$ cat src/rtl/ex_div.sv
`default_nettype none
// ============================================================================
// Module   : ex_div
// Brief    : Multi-cycle restoring radix-2 divider (DIV/DIVU) for the execute
//            stage; returns {remainder, quotient} and stalls the pipeline.
// Revision : 1.0 - initial release
// ============================================================================
module ex_div #(
   parameter int DATA_WIDTH = 32,
   parameter int CNT_WIDTH  = 6
) (
   input  logic                      clk,
   input  logic                      resetn,
   input  logic                      start_i,
   input  logic                      signed_div_i,
   input  logic [DATA_WIDTH-1:0]     opdata1_i,
   input  logic [DATA_WIDTH-1:0]     opdata2_i,
   input  logic                      annul_i,
   output logic [2*DATA_WIDTH-1:0]   result_o,
   output logic                      ready_o,
   output logic                      stallreq_o
);

   typedef enum logic [1:0] {
      S_IDLE   = 2'd0,
      S_BYZERO = 2'd1,
      S_ON     = 2'd2,
      S_END    = 2'd3
   } state_t;

   localparam logic [CNT_WIDTH-1:0] c_last_iter = CNT_WIDTH'(DATA_WIDTH - 1);
   localparam logic [CNT_WIDTH-1:0] c_cnt_one   = CNT_WIDTH'(1);

   state_t                    r_state;
   state_t                    w_state_nxt;
   logic [CNT_WIDTH-1:0]      r_cnt;
   logic [DATA_WIDTH-1:0]     r_rem;
   logic [DATA_WIDTH-1:0]     r_quo;
   logic [DATA_WIDTH-1:0]     r_divisor;
   logic                      r_neg_quo;
   logic                      r_neg_rem;
   logic [2*DATA_WIDTH-1:0]   r_result;
   logic                      r_ready;

   logic                      w_start;
   logic                      w_last;
   logic                      w_sign1;
   logic                      w_sign2;
   logic [DATA_WIDTH-1:0]     w_mag1;
   logic [DATA_WIDTH-1:0]     w_mag2;
   logic [DATA_WIDTH:0]       w_shift;
   logic                      w_ge;
   logic [DATA_WIDTH-1:0]     w_sub;
   logic [DATA_WIDTH-1:0]     w_rem_nxt;
   logic [DATA_WIDTH-1:0]     w_quo_nxt;
   logic [DATA_WIDTH-1:0]     w_quo_fix;
   logic [DATA_WIDTH-1:0]     w_rem_fix;

   assign w_start = start_i & ~annul_i;
   assign w_last  = (r_cnt == c_last_iter);

   // Magnitudes; the most negative value maps onto itself as an unsigned number.
   assign w_sign1 = signed_div_i & opdata1_i[DATA_WIDTH-1];
   assign w_sign2 = signed_div_i & opdata2_i[DATA_WIDTH-1];
   assign w_mag1  = w_sign1 ? -opdata1_i : opdata1_i;
   assign w_mag2  = w_sign2 ? -opdata2_i : opdata2_i;

   // Partial remainder needs one extra bit after the shift; a successful
   // difference is always below the divisor so it fits back in DATA_WIDTH.
   assign w_shift   = {r_rem, r_quo[DATA_WIDTH-1]};
   assign w_ge      = (w_shift >= {1'b0, r_divisor});
   assign w_sub     = w_shift[DATA_WIDTH-1:0] - r_divisor;
   assign w_rem_nxt = w_ge ? w_sub : w_shift[DATA_WIDTH-1:0];
   assign w_quo_nxt = {r_quo[DATA_WIDTH-2:0], w_ge};

   assign w_quo_fix = r_neg_quo ? -w_quo_nxt : w_quo_nxt;
   assign w_rem_fix = r_neg_rem ? -w_rem_nxt : w_rem_nxt;

   always_ff @(posedge clk or negedge resetn) begin
      if (!resetn) begin
         r_state <= S_IDLE;
      end else begin
         r_state <= w_state_nxt;
      end
   end

   always_comb begin
      w_state_nxt = r_state;
      if (annul_i) begin
         w_state_nxt = S_IDLE;
      end else begin
         case (r_state)
            S_IDLE: begin
               if (start_i) begin
                  w_state_nxt = (opdata2_i == '0) ? S_BYZERO : S_ON;
               end
            end
            S_BYZERO: w_state_nxt = S_END;
            S_ON: begin
               if (w_last) begin
                  w_state_nxt = S_END;
               end
            end
            S_END: begin
               if (!start_i) begin
                  w_state_nxt = S_IDLE;
               end
            end
            default: w_state_nxt = S_IDLE;
         endcase
      end
   end

   always_ff @(posedge clk or negedge resetn) begin
      if (!resetn) begin
         r_cnt     <= '0;
         r_rem     <= '0;
         r_quo     <= '0;
         r_divisor <= '0;
         r_neg_quo <= 1'b0;
         r_neg_rem <= 1'b0;
         r_result  <= '0;
         r_ready   <= 1'b0;
      end else begin
         case (r_state)
            S_IDLE: begin
               r_result <= '0;
               r_ready  <= 1'b0;
               r_cnt    <= '0;
               if (w_start) begin
                  r_rem     <= '0;
                  r_quo     <= w_mag1;
                  r_divisor <= w_mag2;
                  r_neg_quo <= w_sign1 ^ w_sign2;
                  r_neg_rem <= w_sign1;
               end
            end
            S_ON: begin
               r_rem <= w_rem_nxt;
               r_quo <= w_quo_nxt;
               r_cnt <= r_cnt + c_cnt_one;
               if (w_last) begin
                  r_result <= {w_rem_fix, w_quo_fix};
                  r_ready  <= 1'b1;
               end
            end
            S_BYZERO: begin
               r_result <= '0;
               r_ready  <= 1'b1;
            end
            S_END: begin
               if (!start_i) begin
                  r_result <= '0;
                  r_ready  <= 1'b0;
               end
            end
            default: begin
               r_result <= '0;
               r_ready  <= 1'b0;
            end
         endcase
         // A flush discards whatever the current state would have produced.
         if (annul_i) begin
            r_result <= '0;
            r_ready  <= 1'b0;
         end
      end
   end

   assign result_o   = r_result;
   assign ready_o    = r_ready;
   assign stallreq_o = ((r_state == S_IDLE) & w_start) | (r_state == S_ON) |
                       (r_state == S_BYZERO);

endmodule
`default_nettype wire

$ cat config.mk
export PLATFORM = sky130hd
export DESIGN_NAME = ex_div
export DESIGN_NICKNAME = d
export VERILOG_FILES = /design/src/rtl/ex_div.sv
export SDC_FILE = /design/constraint.sdc
export NUM_CORES = 1
export LEC_CHECK = 0
export BUFFER_PORTS_ARGS = -buffer_cell sky130_fd_sc_hd__buf_4
export CORE_UTILIZATION = 45
export CTS_CLUSTER_DIAMETER = 200
export DETAILED_ROUTE_END_ITERATION = 6
export SLEW_MARGIN = 20
export SYNTH_ARGS = -nofsm -noshare
export SYNTH_HDL_FRONTEND = slang
export SYNTH_SLANG_ARGS = --single-unit
$ cat constraint.sdc
create_clock -name clk -period 9.6 [get_ports clk]
set_input_delay 0.48 -clock clk [delete_from_list [all_inputs] [get_ports clk]]
set_output_delay 0.48 -clock clk [all_outputs]
set_load 0.02 [all_outputs]
# == Word level (Yosys, flattened, before mapping) ==
# Cells that the tools add are included.
# Widths: inputs -> output; s select.
# totals
word_cells,64
ff_bits,171
input_bits,69
# op_classes
n_mux,24
n_lt_le_gt_ge,1
bitwise,8
n_reduce_logical,8
n_addsub,6
n_eq_ne,8
# op_table
cell,n
$mux 32,7
$mux 64,3
$pmux 64 s3,1
$neg 32->32,4
$pmux 32 s2,2
$ge 33x32->1,1
$logic_not 32->1,1
$sub 32x32->32,1
$pmux 6 s2,1
$mux 2,5
$ne 3x3->1 const B,3
$pmux 2 s4,1
$add 6x1->6 const B,1
$eq 6x5->1 const B,1
$reduce_and 2->1,3
$and 1x1->1,4
$eq 2x2->1 const B,2
$pmux 1 s4,1
$mux 1,3
$reduce_and 3->1,1
$eq 2x1->1 const B,1
$logic_not 2->1,1
$ne 2x2->1 const B,1
$or 1x1->1,2
other kinds (4),4

# == Longest topological paths before layout ==
# logic_depth
ltp_word,7
mapped_depth,23
depth_no_buf,19

# == Worst setup path after synthesis ==
# No wires, ideal clock.
# synth_path
path_kind,flip-flop to flip-flop
from,register r_rem[15]
to,register r_result[62] (netlist: result_o[62])
path_slack_ns,4.997
setup_time_ns,0.129
synth_period_minus_slack_ns,4.603
arrival_time_ns,4.474
stages_incl_launch_ff,22
cell_sequence,dfrtp_1 ha_1 clkbuf_1 nand4_1 nor3_1 a32oi_1 a21boi_1 a21o_1 nand2_1 clkbuf_4 buf_6 clkbuf_1 nand2_1 o21ai_0 ha_1 nand2_1 a2111o_1 o311ai_1 o21ai_1 o41ai_1 xor2_1 o21ai_1
# synth_via
elab_chain_len,7
word_cells_on_any_way,8
cone_classes,add/sub (2); order compare (1); mux (5)
# synth_lines
element,line_no,text
start: declaration,37,logic [DATA_WIDTH-1:0] r_rem;
start signal: assignment,139,r_rem <= w_rem_nxt;
$sub 32x32->32 / $ge 33x32->1 (equally long branches),"72, 71",
$mux 32 (*),73,assign w_rem_nxt = w_ge ? w_sub : w_shift[DATA_WIDTH-1:0];
$neg 32->32,77,assign w_rem_fix = r_neg_rem ? -w_rem_nxt : w_rem_nxt;
$mux 32 (*),77,
$mux 64 (*),142,if (w_last) begin
$pmux 64 s3 (*),125,case (r_state)
$mux 64 (*),163,if (annul_i) begin
end signal: assignment,143,"r_result <= {w_rem_fix, w_quo_fix};"
end: declaration,42,logic [2*DATA_WIDTH-1:0] r_result;
# Every way passes the cells marked *; elsewhere a longest branch is shown, timed or not. The select of a mux whose other input is x is not followed.
# A chain may end at the register's enable or synchronous reset.

# == Worst setup path after layout ==
# layout_path
from,register r_rem[14]
to,register r_result[62] (netlist: result_o[62])
# The elaborated chain is that of the path after synthesis.

==> impl_results.md <==
* Failing checks: DRC
* Class of the most critical setup path: flip-flop to flip-flop
* Commonest non-fill, non-tap cell in the layout: sky130_fd_sc_hd__nand2_1
* # H-tree levels at 4
* Floorplan Core Area at 26100 um2
* Number of buffers on the longest clock path at 2
* Async S/R FF share, synth at 100%
* Die Span Y at 166 um
* Commonest cells after routing, fill and taps aside: sky130_fd_sc_hd__nand2_1, sky130_fd_sc_hd__o21ai_0, sky130_fd_sc_hd__dfrtp_1, sky130_fd_sc_hd__buf_4, sky130_fd_sc_hd__a21oi_1
* Worst Hold Margin at between 0.005 and 0.006 ns
* Clock Skew at 0.0175 ns
* Buffer count from post-CTS setup fixing at 0
* Type of origin of the critical path: flip-flop
* TritonRoute pass-1 iters at 7
* Post-detailed-route wirelength per cell at 19.1 um
* Number of flops mapped to enable cells by yosys at 0
* Clock sink count at 171
* Critical Path Max Stage Delay at 0.54 ns
* Total routed wirelength at 36.8 mm
* Later-pin clock latency in the skew report at 0.46 ns
* Post-synth top area cell: sky130_fd_sc_hd__dfrtp_1
* Crit-path slowest cell: sky130_fd_sc_hd__nor4_1
* Crit path required time at 9.92 ns
* Number of buffers added by the clock tree synthesis step at 17
* Predominant post-synthesis flop cell: sky130_fd_sc_hd__dfrtp_1
* Headroom to the max-slew limit at 34.9%
* Number of routed nets with antenna violations at 0
* Syn Std Cell Area at 12000 um2
* Ratio of cells with drive above 1 in the final layout at 13.3%
* Worst-Margin Slew at ~1 ns
* Period Utilization, post-route at 61.5%
* Number of register bits inferred by synthesis at roughly 170
* Largest net degree at the start of global routing at 95
* Iteration-0 DRC count of the detailed router at between 1000 and 1500
* Highest fanout seen on the critical path at 45
* Gpl congestion at 0.955
* Final number of setup-violating endpoints at 0
* Total Negative Setup Slacks at 0 ns
* Nets at 1688
* Overall overflow remaining after global route at 0
* Cell count after synthesis at around 1500
* Register area share after synthesis at between 30% and 40%
* Hold Violations, Final at 0
* Post-synth top area share at approximately 36%
* Layout Area Growth over Synthesis at 15.0%
* Multi-input gate area at 7210 um2
* Number of fillers in the final layout at 2545
* Placement row count at between 50 and 60
* Starting density of the core at 46.1%
* Boundary Pins at 135
* Endpoint of the lowest-slack register-to-register path: result_o[62]
* Critical-path cell list: ha_1 > nand4_1 > nor4_1 > nand4_1 > and3_1 > nand2_1 > clkinv_2 > mux2i_1 > ha_1 > nand2_1 > a2111o_1 > o311ai_1 > o21ai_1 > o41ai_1 > xor2_1 > o21ai_1
* Clock-pin slew reported for the worst setup and hold paths after clock tree synthesis at ~0.080 ns
* Vias per cell at 5.82
* Slack of the worst reg-to-reg path at 3.70 ns
* Chip width at 166 um
* Total of warnings raised by yosys at 0
* TritonCTS clock tree: built
* Root buf cell: sky130_fd_sc_hd__clkbuf_16
* Quantity of gates resized following cts at 0
* Highest attainable clock frequency at 169 MHz
* Cell depth of the worst flop-to-flop path at 16
* Port bufs at 134
* Overall Global Routing Usage at between 20% and 30%
* Inserted Diodes at 0
* Total count of max-transition violations in the final report at 0
* Clock period minus worst slack at between 5 and 6 ns
* Largest cells by area after synthesis: sky130_fd_sc_hd__dfrtp_1, sky130_fd_sc_hd__o21ai_0, sky130_fd_sc_hd__nand2_1, sky130_fd_sc_hd__xnor2_1, sky130_fd_sc_hd__xor2_1
* CTS Hold Buffers Added at 0
* Result of the run: finished with violations
* Post-detailed-placement half-perimeter wirelength at around 28 mm
* Synth Area per Inst at 8.06 um2
* Number of global-route vias before repair at about 10000
* Synth Net Count at between 1500 and 2000
* Count of distinct cell types in the synthesized netlist at 90
* Startpoint of the worst-slack reg-to-reg timing path: r_rem[14]
* Worst setup EP type: flip-flop
* Worst EP arrival at 6.22 ns
* Cell Pwr Density at approximately 410 nW/um2
* First-pass GRT wire length at 57.4 mm
* Leakage power figure at 6.09 nW
* HP Class: input pin to async pin
* IR Drop Worst-Case VDD at 0.000239 V
* DRC at 15
* Total via count after detailed routing at roughly 11000
* DIE AREA at 27400 um2
* Antenna violations before repair at 0
* Count of max-cap constraint violations at 0
* Setup repair after global routing missed its margin: false
* Sequential cell area at 4280 um2
sequential cells by signal (all words and copies together), names as in the netlist:
register / count
result_o: 64
r_divisor: 32
r_quo: 32
r_rem: 32
r_cnt: 6
r_state: 2
r_neg_quo: 1
r_neg_rem: 1
ready_o: 1
worst max path at each step:
stage / startpoint / end / slack, ns / cells after the start
after floorplan: r_rem[15] / result_o[62] / 5.00 / 21
after CTS: r_rem[13] / result_o[62] / 3.81 / 16
after global placement: r_rem[10] / result_o[60] / 4.09 / 17
after global routing: r_rem[14] / result_o[60] / 3.30 / 16
after detailed placement: r_rem[13] / result_o[60] / 3.87 / 16
final: r_rem[14] / result_o[62] / 3.70 / 16
worst max-delay path, delay by kind of cell, from the launching register on:
family / cells / cell delay (ns)
xor+xnor: 1 / 0.18
flops: 1 / 0.48
compound gates: 5 / 1.73
mux: 1 / 0.46
simple gates: 6 / 1.60
buf+inv: 1 / 0.53
fa+ha+maj: 2 / 0.77
cell type report:
type / instances / share of cell area, %
Clock buffer: 17 / 3.07
Inverter: 55 / 1.50
Clock inverter: 15 / 1.55
Sequential cell: 171 / 30.9
Timing Repair Buffer: 145 / 7.89
Tap cell: 335 / 3.03
Multi-Input combinational cell: 1186 / 52.1
per-layer routing:
metal | share of wire [%] | wire length (um) | up-vias | GRT usage [%]
met5 | 0 | 0 | - | 0
met3 | 6.5 | 2380 | 38 | 4.62
met4 | 1.2 | 437 | 0 | 5.74
met2 | 42 | 15500 | 371 | 39.5
met1 | 50 | 18500 | 5320 | 42.2
li1 | - | - | 5466 | -
cells in the mapped netlist, types with 4 or more instances:
| cell | count |
|---|---|
| sky130_fd_sc_hd__o21ai_1 | 5 |
| sky130_fd_sc_hd__o21a_1 | 11 |
| sky130_fd_sc_hd__o41ai_1 | 10 |
| sky130_fd_sc_hd__and3_1 | 6 |
| sky130_fd_sc_hd__a21o_1 | 5 |
| sky130_fd_sc_hd__and4_1 | 4 |
| sky130_fd_sc_hd__clkbuf_1 | 61 |
| sky130_fd_sc_hd__ha_1 | 42 |
| sky130_fd_sc_hd__and2_1 | 7 |
| sky130_fd_sc_hd__nor3_1 | 31 |
| sky130_fd_sc_hd__o31a_1 | 4 |
| sky130_fd_sc_hd__nor4_1 | 17 |
| sky130_fd_sc_hd__o31ai_1 | 26 |
| sky130_fd_sc_hd__a22oi_1 | 5 |
| sky130_fd_sc_hd__nand2_1 | 240 |
| sky130_fd_sc_hd__o21ai_0 | 217 |
| sky130_fd_sc_hd__a211oi_1 | 6 |
| sky130_fd_sc_hd__or3_1 | 22 |
| sky130_fd_sc_hd__buf_6 | 4 |
| sky130_fd_sc_hd__nor2b_1 | 6 |
| sky130_fd_sc_hd__or2_2 | 6 |
| sky130_fd_sc_hd__dfrtp_1 | 171 |
| sky130_fd_sc_hd__nand2b_1 | 9 |
| sky130_fd_sc_hd__buf_2 | 7 |
| sky130_fd_sc_hd__nand4_1 | 19 |
| sky130_fd_sc_hd__xor2_1 | 66 |
| sky130_fd_sc_hd__or4_1 | 11 |
| sky130_fd_sc_hd__a31oi_1 | 11 |
| sky130_fd_sc_hd__mux2i_1 | 23 |
| sky130_fd_sc_hd__o211ai_1 | 8 |
| sky130_fd_sc_hd__nor2_1 | 94 |
| sky130_fd_sc_hd__o22ai_1 | 4 |
| sky130_fd_sc_hd__a21oi_1 | 111 |
| sky130_fd_sc_hd__inv_1 | 54 |
| sky130_fd_sc_hd__a22o_1 | 7 |
| sky130_fd_sc_hd__nand3_1 | 17 |
| sky130_fd_sc_hd__buf_1 | 4 |
| sky130_fd_sc_hd__xnor2_1 | 71 |
where the power goes:
| group | switching, W | total (W) | internal [W] |
|---|---|---|---|
| clock network | 0.000391 | 0.000759 | 0.000368 |
| registers | 0.000250 | 0.00124 | 0.000992 |
| logic | 0.00236 | 0.00364 | 0.00127 |
cells by family after synthesis:
| logic type | count (synthesis) | synth area share [%] |
|---|---|---|
| buffers and inverters | 136 | 4.80 |
| xor gates and xnor gates | 137 | 9.97 |
| adders and majority gates | 43 | 4.53 |
| muxes | 27 | 2.38 |
| DFF | 171 | 35.5 |
| and+or+nand+nor | 511 | 19.7 |
| AOI/OAI and AO/OA | 468 | 23.1 |
per-stage QoR:
step	cells	area, um2	power (W)	utilization, %	setup WS (ns)
CTS	1924	13800	0.00559	53.0	3.81
detailed placement	1892	13200	0.00482	50.5	3.87
finish	1924	13800	0.00564	53.0	3.70
global placement	1892	13200	0.00480	50.5	4.09
floorplan	1493	12000	0.00375	-	5.00
global route	1924	13800	0.00605	53.0	3.30
Power figures use the tool's default switching activity.
